<file path="src/rtl/branch_sequencer.sv">
// branch_sequencer: owns the PC register and PCMUX, and runs the BR
// micro-sequence (IDLE -> WAIT -> EVAL -> DONE) when started by the ISDU.
// All outputs are registered; none depend combinationally on inputs.
module branch_sequencer #(
    parameter int              WIDTH    = 16,
    parameter logic [WIDTH-1:0] RESET_PC = '0
) (
    input  logic             clk,
    input  logic             reset,
    input  logic             ld_pc,
    input  logic [1:0]       pcmux_sel,
    input  logic [WIDTH-1:0] bus_in,
    input  logic [WIDTH-1:0] ir,
    input  logic             br_start,
    input  logic             ben,
    output logic [WIDTH-1:0] pc,
    output logic             br_busy,
    output logic             br_done,
    output logic             br_taken
);

    typedef enum logic [1:0] {
        IDLE = 2'd0,
        WAIT = 2'd1,
        EVAL = 2'd2,
        DONE = 2'd3
    } state_t;

    state_t           state;
    logic [WIDTH-1:0] off;
    logic [WIDTH-1:0] sext_ir;
    logic [WIDTH-1:0] pc_normal;
    logic             unused_ir_hi;

    // Only IR[8:0] feeds the offset; the upper opcode/condition bits are not used here.
    assign unused_ir_hi = ^ir[WIDTH-1:9];

    // PCMUX for the normal (non-branch) PC path, including the SEXT of IR[8:0].
    always_comb begin
        sext_ir   = {{(WIDTH-9){ir[8]}}, ir[8:0]};
        pc_normal = pc;
        if (ld_pc) begin
            case (pcmux_sel)
                2'b00:   pc_normal = pc + WIDTH'(1);
                2'b01:   pc_normal = bus_in;
                2'b10:   pc_normal = pc + sext_ir;
                default: pc_normal = pc;
            endcase
        end
    end

    // BR sequencer FSM with registered busy/done/taken decodes and PC update.
    always_ff @(posedge clk) begin
        if (reset) begin
            pc       <= RESET_PC;
            state    <= IDLE;
            off      <= '0;
            br_busy  <= 1'b0;
            br_done  <= 1'b0;
            br_taken <= 1'b0;
        end else begin
            case (state)
                IDLE: begin
                    br_done <= 1'b0;
                    if (br_start) begin
                        off     <= sext_ir;
                        state   <= WAIT;
                        br_busy <= 1'b1;
                    end else begin
                        pc <= pc_normal;
                    end
                end
                WAIT: begin
                    state <= EVAL;
                end
                EVAL: begin
                    if (ben) begin
                        pc <= pc + off;
                    end
                    br_taken <= ben;
                    br_busy  <= 1'b0;
                    br_done  <= 1'b1;
                    state    <= DONE;
                end
                default: begin
                    // DONE: normal PC path is live again, br_start is dropped.
                    pc      <= pc_normal;
                    br_done <= 1'b0;
                    state   <= IDLE;
                end
            endcase
        end
    end

endmodule

</file>
<file path="config.mk">
export PLATFORM = sky130hd
export DESIGN_NAME = branch_sequencer
export DESIGN_NICKNAME = d
export VERILOG_FILES = /design/src/rtl/branch_sequencer.sv
export SDC_FILE = /design/constraint.sdc
export NUM_CORES = 1
export LEC_CHECK = 0
export ABC_AREA = 1
export CAP_MARGIN = 15
export CELL_PAD_IN_SITES_DETAIL_PLACEMENT = 1
export CELL_PAD_IN_SITES_GLOBAL_PLACEMENT = 1
export CORE_ASPECT_RATIO = 1.1
export CORE_MARGIN = 2
export CORE_UTILIZATION = 33
export CTS_CLUSTER_DIAMETER = 80
export DETAILED_ROUTE_END_ITERATION = 16
export GPL_TIMING_DRIVEN = 0
export PLACE_DENSITY = 0.88
export SLEW_MARGIN = 0
export SYNTH_ARGS = -nofsm -noshare
export SYNTH_HDL_FRONTEND = slang
export SYNTH_SLANG_ARGS = --single-unit
</file>
<file path="constraint.sdc">
create_clock -name clk -period 2.49 [get_ports clk]
set_input_delay 0.498 -clock clk [delete_from_list [all_inputs] [get_ports clk]]
set_output_delay 0.498 -clock clk [all_outputs]
set_load 0.005 [all_outputs]
</file>
After elaboration in Yosys (flattened, before gate mapping) --
Index checks and enable logic that the tools add are counted.
Operators by class: eq/ne operators 7, bitwise gates (word level) 1, reduce and logical (&&, ||, !) cells 6, mux-type cells 10, add/sub/neg operators 3
Operators by type and width (number):
- $pmux W16 S3 | 2
- $mux W16 | 3
- $add A16 B16 Y16 | 2
- $add A16 B1 Y16 const B | 1
- $ne A2 B2 Y1 const B | 3
- $pmux W2 S3 | 1
- $eq A2 B1 Y1 const B | 2
- $eq A2 B2 Y1 const B | 2
- $logic_not A2 Y1 | 2
- $pmux W1 S2 | 2
- $reduce_and A2 Y1 | 2
- $reduce_and A3 Y1 | 1
- $mux W2 | 1
- $reduce_bool A2 Y1 | 1
- $mux W1 | 1
- $not A1 Y1 | 1
Word-level totals: logic and storage cells 33, flip-flop bits (word level) 30

Depth between registers and ports, before layout --
Gate-level depths: netlist (run 1).
depth in word-level cells 5, depth in mapped cells 20, mapped depth without buffers 19

Worst setup path after synthesis (run 1) --
Ideal clock, no wire load.
kind input -> register, start point input port pcmux_sel[0], end point register pc[12], path slack -0.005 ns, arrival time 2.386 ns, cell stages on the path 18, path through inv_1 -> ha_1 -> buf_4 -> nand2_1 -> ha_1 -> fa_1 -> nand2_1 -> nand3_1 -> nand2_1 -> nand2_1 -> nand2_1 -> nand2_1 -> nand2_1 -> nand3_1 -> nand2_1 -> nand3_1 -> nand2_1 -> inv_1
Between the ends: longest elaborated chain between the ends 5, elaborated cells on any way between the ends 7, classes of those cells eq/ne (2); mux (4); reduce/logical (1)
Ends and longest elaborated chain:
- start, declared | line 11 | input logic [1:0] pcmux_sel,
- $eq A2 B2 Y1, or another cell as far along | line 43 | case (pcmux_sel)
- $pmux W16 S3 * | line 43
- $mux W16 * | line 42 | if (ld_pc) begin
- $mux W16 | line 65 | if (br_start) begin
- $pmux W16 S3 * | line 62 | case (state)
- end signal, assigned | line 70 | pc <= pc_normal;
- end signal, assigned | line 78 | pc <= pc + off;
- end signal, assigned | line 87 | pc <= pc_normal;
- end, declared | line 16 | output logic [WIDTH-1:0] pc,
Mark *: on every way between the ends. The rest lies on a longest branch, timed or not. The select of a mux whose other input is x is not followed. A chain may end at the register's enable or synchronous reset.

Worst setup path in the final report (run 1) --
start point input port pcmux_sel[0], end point register pc[8]
The elaborated chain is that of the path after synthesis.

==> results of run 1 <==
critical path, stage by stage:
cell and delay, ns:
clkdlybuf4s15_1 0.20, inv_2 0.09, ha_4 0.19, nand2_1 0.07
ha_2 0.18, fa_2 0.36, nand2_2 0.10, nand3_4 0.10
nand2_2 0.11, nand2_2 0.07, xor2_1 0.14, o21ai_0 0.28
a21oi_1 0.12
kinds of logic (layout without fill, tap and decap cells):
kind of cell / Yosys count / in the layout / synth area share
and+or+nand+nor: 257 / 257 / 0.3469
AOI/OAI and AO/OA: 109 / 109 / 0.1903
adders and majority gates: 32 / 32 / 0.1313
DFF: 30 / 30 / 0.1899
buffers and inverters: 88 / 151 / 0.1112
xor gates and xnor gates: 11 / 11 / 0.03046
area by class of cell:
| class | count | area share |
|---|---|---|
| Sequential cell | 30 | 0.1481 |
| Buffer | 13 | 0.01629 |
| Tap cell | 117 | 0.03596 |
| Inverter | 74 | 0.06822 |
| Clock inverter | 2 | 0.002459 |
| Timing Repair Buffer | 57 | 0.1349 |
| Multi-Input combinational cell | 409 | 0.5771 |
| Clock buffer | 5 | 0.01690 |
state kept, by name, indices dropped and copies added, names as in the netlist:
signal	cells
pc	16
off	9
state	2
br_busy	1
br_done	1
br_taken	1
power groups by stage:
stage                     Sequential [uW]  Combinational, uW  Clock (uW)
after floorplan                       811               1400           0
after global placement                894               2030           0
after detailed placement              902               2130           0
after CTS                             913               2210         387
after global routing                  942               2540         402
final                                 924               2280         386
through the flow:
step / setup WS, ns / hold slack (ns)
5_1_grt: -0.01020 / 0.5259
3_5_place_dp: -0.8816 / 0.4798
4_1_cts: 0.1134 / 0.4944
6_report: 0.1379 / 0.4898
3_3_place_gp: -0.7958 / 0.4765
2_1_floorplan: 0.03161 / 0.4592
synthesized netlist by cell type, types with 2 or more instances:
cell / instances / area (um2)
nand2_1: 124 / 465.5
inv_1: 70 / 262.8
nor2_1: 63 / 236.5
nand3_1: 51 / 255.2
a21oi_1: 45 / 225.2
o21ai_0: 40 / 200.2
dfxtp_1: 30 / 600.6
ha_1: 30 / 375.4
clkbuf_1: 9 / 33.78
o21bai_1: 7 / 52.55
a31oi_1: 6 / 37.54
nand2_2: 6 / 37.54
xor2_1: 6 / 52.55
xnor2_1: 5 / 43.79
nand4_1: 4 / 25.02
a21o_1: 3 / 22.52
clkinv_1: 3 / 11.26
nor2_2: 3 / 18.77
o211ai_1: 3 / 22.52
a211oi_1: 2 / 15.01
buf_2: 2 / 10.01
buf_6: 2 / 22.52
fa_1: 2 / 40.04
nor3_1: 2 / 10.01
o221ai_1: 2 / 17.52
routing by layer:
layer / wire length (um) / share of wire / vias to the layer above / track usage
li1: - / - / 1850 / -
met1: 5155 / 0.42 / 1810 / 0.2796
met2: 6336 / 0.51 / 101 / 0.4504
met3: 511 / 0.041 / 33 / 0.03520
met4: 371 / 0.030 / 0 / 0.08234
met5: 0 / 0 / - / 0
path summary, 6_finish.rpt:
path         depth (start not counted)      to  slack (ns)
max                                 13   pc[8]        0.14
min                                  2  off[5]        0.49
min reg2reg                          2  off[5]        0.49
max reg2reg                          9   pc[4]        0.26
repair_timing:
| action | CTS | global route |
|---|---|---|
| endpoints found under the setup margin | 14 | 8 |
| hold buffers | 0 | 0 |
| gates resized for setup | 15 | 14 |
| setup buffers | 7 | 2 |
| pin swaps | 6 | 9 |
| gates cloned | 0 | 0 |
==> metrics.csv, run 1 <==
metric,value,unit
crit_type,in2reg,
drt-wirelength-per-cell,17.50,um
cts.sinks,30,
initialDrtViolationCount,134,
gr-total-overflow,0,
antennaDiodeCount,0,
cts.reportedPaths.clkPinSlew,0.06,ns
area_growth,28.72,%
total_power,3593,uW
switchingPower,1818,uW
hold_class,reg2reg,
rsz0062_at_grt,true,
synth_fp_nets,598,
crit_fanout,8,
postRouteWirelength,12380,um
cp.required,2.66,ns
place_area,3792,um2
endpoint_kind,flop,
fin_nets,661,
setup_tns,0,ns
synth_area_per_cell,6.002,um2
row_count,37,
synth_cells,527,
powerDensity,882.4,nW/um2
relSlewSlack,0.5443,
synth_edf_count,0,
swShare,0.5060,
yosysWarnings,0,
max_freq,425.2,MHz
seqPwrFrac,0.257,
n_fill_cell,1252,
grt_pass1_vias,4132,
hpwlAfterDp,9494,um
ant_nets,0,
final_period_minus_worst_setup_slack,2.352,ns
boundaryPins,58,
fin_cells,707,
setup-violations-final,0,
grt_pass1_wl,20150,um
place_inst,692,
synth_cell_type_count,32,
drive_gt1_frac,0.09831,
seq_area,603.1,um2
die_height,106.7,um
maxSlewViolCount,0,
cts_max_level,2,
die_area,10380,um2
core-area,9351,um2
combPwrFrac,0.635,
synth-async-reset-ratio,0,
startpoint_type,primary input,
pwr-share-clk,0.108,
layout_common_cells,"nand2_1 (118), inv_1 (69), nor2_1 (61)",
viasPerCell,5.366,
drc,0,
dr.pass1.iters,4,
tightest_slew,0.6836,ns
multi_input_area,2350,um2
final_cell_area,4071,um2
crit_arrival,2.52,ns
period_share,0.9446,
ys_seq_area_frac,0.1899,
clk_latency,0.30,ns
mostFrequentLayoutCell,nand2_1,
vias,3794,
start_util,0.3382,
peakVddDrop,361.5,uV
grt_start_max_net_pins,11,
max_cap_violations,0,
hold_viol_final,0,
netlist_area,3163,um2
p_leak,0.002008,uW
root_buffer,clkbuf_8,
post-route-util,0.4354,
port_buffers,48,
cts_max_path_buffers,2,
fp.dieW,97.35,um
synth_seq_cells,30,
startpoint,pcmux_sel[0],
status,"complete, no violations",
r2r_start,state[0],
cts_buffers,5,
grt_util_all_layers,0.2404,
antenna_found_initial,0,
hp-start,off[5],
cts_tree,yes,
fin_worst_skew,0.007564,ns
p_int,1775,uW
ys_dominant_reg_cell,dfxtp_1,
gp_congestion,0.9086,
Power figures use the tool's default switching activity.
==> run 2, diff against run 1 <==
--- a/config.mk
+++ b/config.mk
@@ -10,12 +10,14 @@
 export CELL_PAD_IN_SITES_DETAIL_PLACEMENT = 1
 export CELL_PAD_IN_SITES_GLOBAL_PLACEMENT = 1
 export CORE_ASPECT_RATIO = 1.1
-export CORE_MARGIN = 2
+export CORE_MARGIN = 4
 export CORE_UTILIZATION = 33
 export CTS_CLUSTER_DIAMETER = 80
 export DETAILED_ROUTE_END_ITERATION = 16
 export GPL_TIMING_DRIVEN = 0
+export MAX_ROUTING_LAYER = met4
 export PLACE_DENSITY = 0.88
+export REMOVE_ABC_BUFFERS = 1
 export SLEW_MARGIN = 0
 export SYNTH_ARGS = -nofsm -noshare
 export SYNTH_HDL_FRONTEND = slang
==> run 2 against run 1 <==
Compared with the run above: register-to-register slack got worse by 0.15 ns; routed wire length decreased by 2.7%; count of clock-buffer cells in the layout increased by 2.
==> metrics.csv, run 2 (synthesis gave the netlist of run 1 again) <==
metric,value,unit
initialDrtViolationCount,204,
boundaryPins,58,
max_cap_violations,0,
crit_type,in2reg,
hpwlAfterDp,8977,um
vias,3787,
status,"complete, no violations",
root_buffer,clkbuf_8,
core-area,9351,um2
dr.pass1.iters,4,
grt_util_all_layers,0.2215,
postRouteWirelength,12040,um
max_freq,419.7,MHz
rsz0062_at_grt,true,
startpoint_type,primary input,
fp.dieW,101.3,um
cts_max_path_buffers,2,
drive_gt1_frac,0.1050,
fin_worst_skew,0.003460,ns
viasPerCell,5.426,
grt_pass1_wl,19370,um
cp.required,2.69,ns
place_ws,-1.414,ns
total_power,3637,uW
final_period_minus_worst_setup_slack,2.382,ns
cts.reportedPaths.clkPinSlew,0.07,ns
fin_cells,698,
ctsHoldBuffers,0,
grt_start_max_net_pins,26,
die_area,11220,um2
endpoint_kind,flop,
p_leak,0.001989,uW
hold_class,reg2reg,
finalWorstSetupSlack,0.1075,ns
cts.sinks,30,
cts_buffers,5,
largest_reg_flops,16,
layout_common_cells,"nand2_1 (117), inv_1 (66), nor2_1 (62)",
port_buffers,50,
antenna_found_initial,0,
period_share,0.9568,
fin_nets,651,
largest-register,pc,
setup-violations-final,0,
hold_viol_final,0,
antennaDiodeCount,0,
grt_pass1_vias,4035,
tightest_slew,0.9134,ns
drc,0,
drt-wirelength-per-cell,17.24,um
powerDensity,892.5,nW/um2
mostFrequentLayoutCell,nand2_1,
gp_congestion,0.8853,
row_count,37,
gr-total-overflow,0,
relSlewSlack,0.3904,
cts_max_level,2,
place_inst,680,
cts_tree,yes,
crit_fanout,4,
crit_arrival,2.58,ns
top_regs,"pc x16, off x9, state x2",
n_fill_cell,1263,
start_util,0.3382,
area_growth,28.84,%
peakVddDrop,431.1,uV
die_height,110.7,um
maxSlewViolCount,0,
ant_nets,0,
clk_latency,0.29,ns
[run 2: cell count changes in the layout (fill, tap and decap cells not counted), moves of 2 or more]
cell | previous run | this run
buf_2 | 2 | 0
clkbuf_2 | 0 | 2
clkbuf_1 | 9 | 1
inv_1 | 69 | 66
buf_6 | 2 | 0
clkdlybuf4s50_1 | 45 | 47
inv_2 | 2 | 4
[run 2: path summary, 6_finish.rpt]
| path | cells past startpoint | from | endpoint | slack, ns |
|---|---|---|---|---|
| worst max-delay path | 17 | ir[0] | pc[12] | 0.11 |
| worst min-delay path | 2 | off[5] | off[5] | 0.49 |
| worst max register to register | 8 | state[0] | pc[0] | 0.11 |
| worst min register to register | 2 | off[5] | off[5] | 0.49 |
[run 2: per-stage QoR]
stage,hold WS (ns),utilization,instance area (um2),TNS [ns]
floorplan,0.4592,-,3089,-0.3510
global route,0.5259,0.4358,4075,-0.03912
finish,0.4932,0.4358,4075,0
global placement,0.4704,0.3995,3736,-13.42
detailed placement,0.4788,0.3995,3736,-17.40
CTS,0.4952,0.4296,4018,0
[run 2: cell type report]
type                       count  area [um2]  share of cell area
multi-input combinational    410        2394              0.5874
timing repair buffer          59       560.5              0.1375
sequential                    30       601.8              0.1477
clock inverter                 1       5.005            0.001228
inverter                      74       281.5             0.06908
clock buffer                   7       86.33             0.02119
tap                          117       146.4             0.03592
[run 2: critical path, stage by stage]
cell	delay [ns]
clkdlybuf4s50_1	0.39
inv_1	0.08
nand2_1	0.08
ha_2	0.20
fa_2	0.39
nand2_2	0.10
nand3_4	0.10
nand2_1	0.08
nand2_1	0.08
nand2_2	0.08
nand2_1	0.05
nand2_1	0.07
nand3_2	0.08
nand2_1	0.10
nand3_1	0.07
nand2_1	0.08
inv_1	0.04
[run 2: repair_timing]
action,4_1_cts,5_1_grt
endpoints found under the setup margin,17,15
gates cloned,1,0
pin swaps,9,10
setup buffers,7,2
gates resized for setup,21,19
[run 2: where the power goes]
part	leakage (uW)	internal, uW	total [uW]	switching (uW)
logic	0.00169	941	2300	1360
clock network	0.0000482	223	427	204
registers	0.000248	651	909	258
[run 2: routing by layer]
metal,up-vias,global-route usage,part of all wire
met5,-,-,0
met3,35,0.04531,0.052
met2,118,0.3826,0.51
met1,1795,0.2460,0.41
met4,0,0.08599,0.035
li1,1839,-,-
==> run 3, diff against run 2 <==
--- a/config.mk
+++ b/config.mk
@@ -15,6 +15,7 @@
 export CTS_CLUSTER_DIAMETER = 80
 export DETAILED_ROUTE_END_ITERATION = 16
 export GPL_TIMING_DRIVEN = 0
+export HOLD_SLACK_MARGIN = 0.12
 export MAX_ROUTING_LAYER = met4
 export PLACE_DENSITY = 0.88
 export REMOVE_ABC_BUFFERS = 1
==> results of run 3 <==
Same layout as run 2: the final DEF is identical, and so are final timing and power.
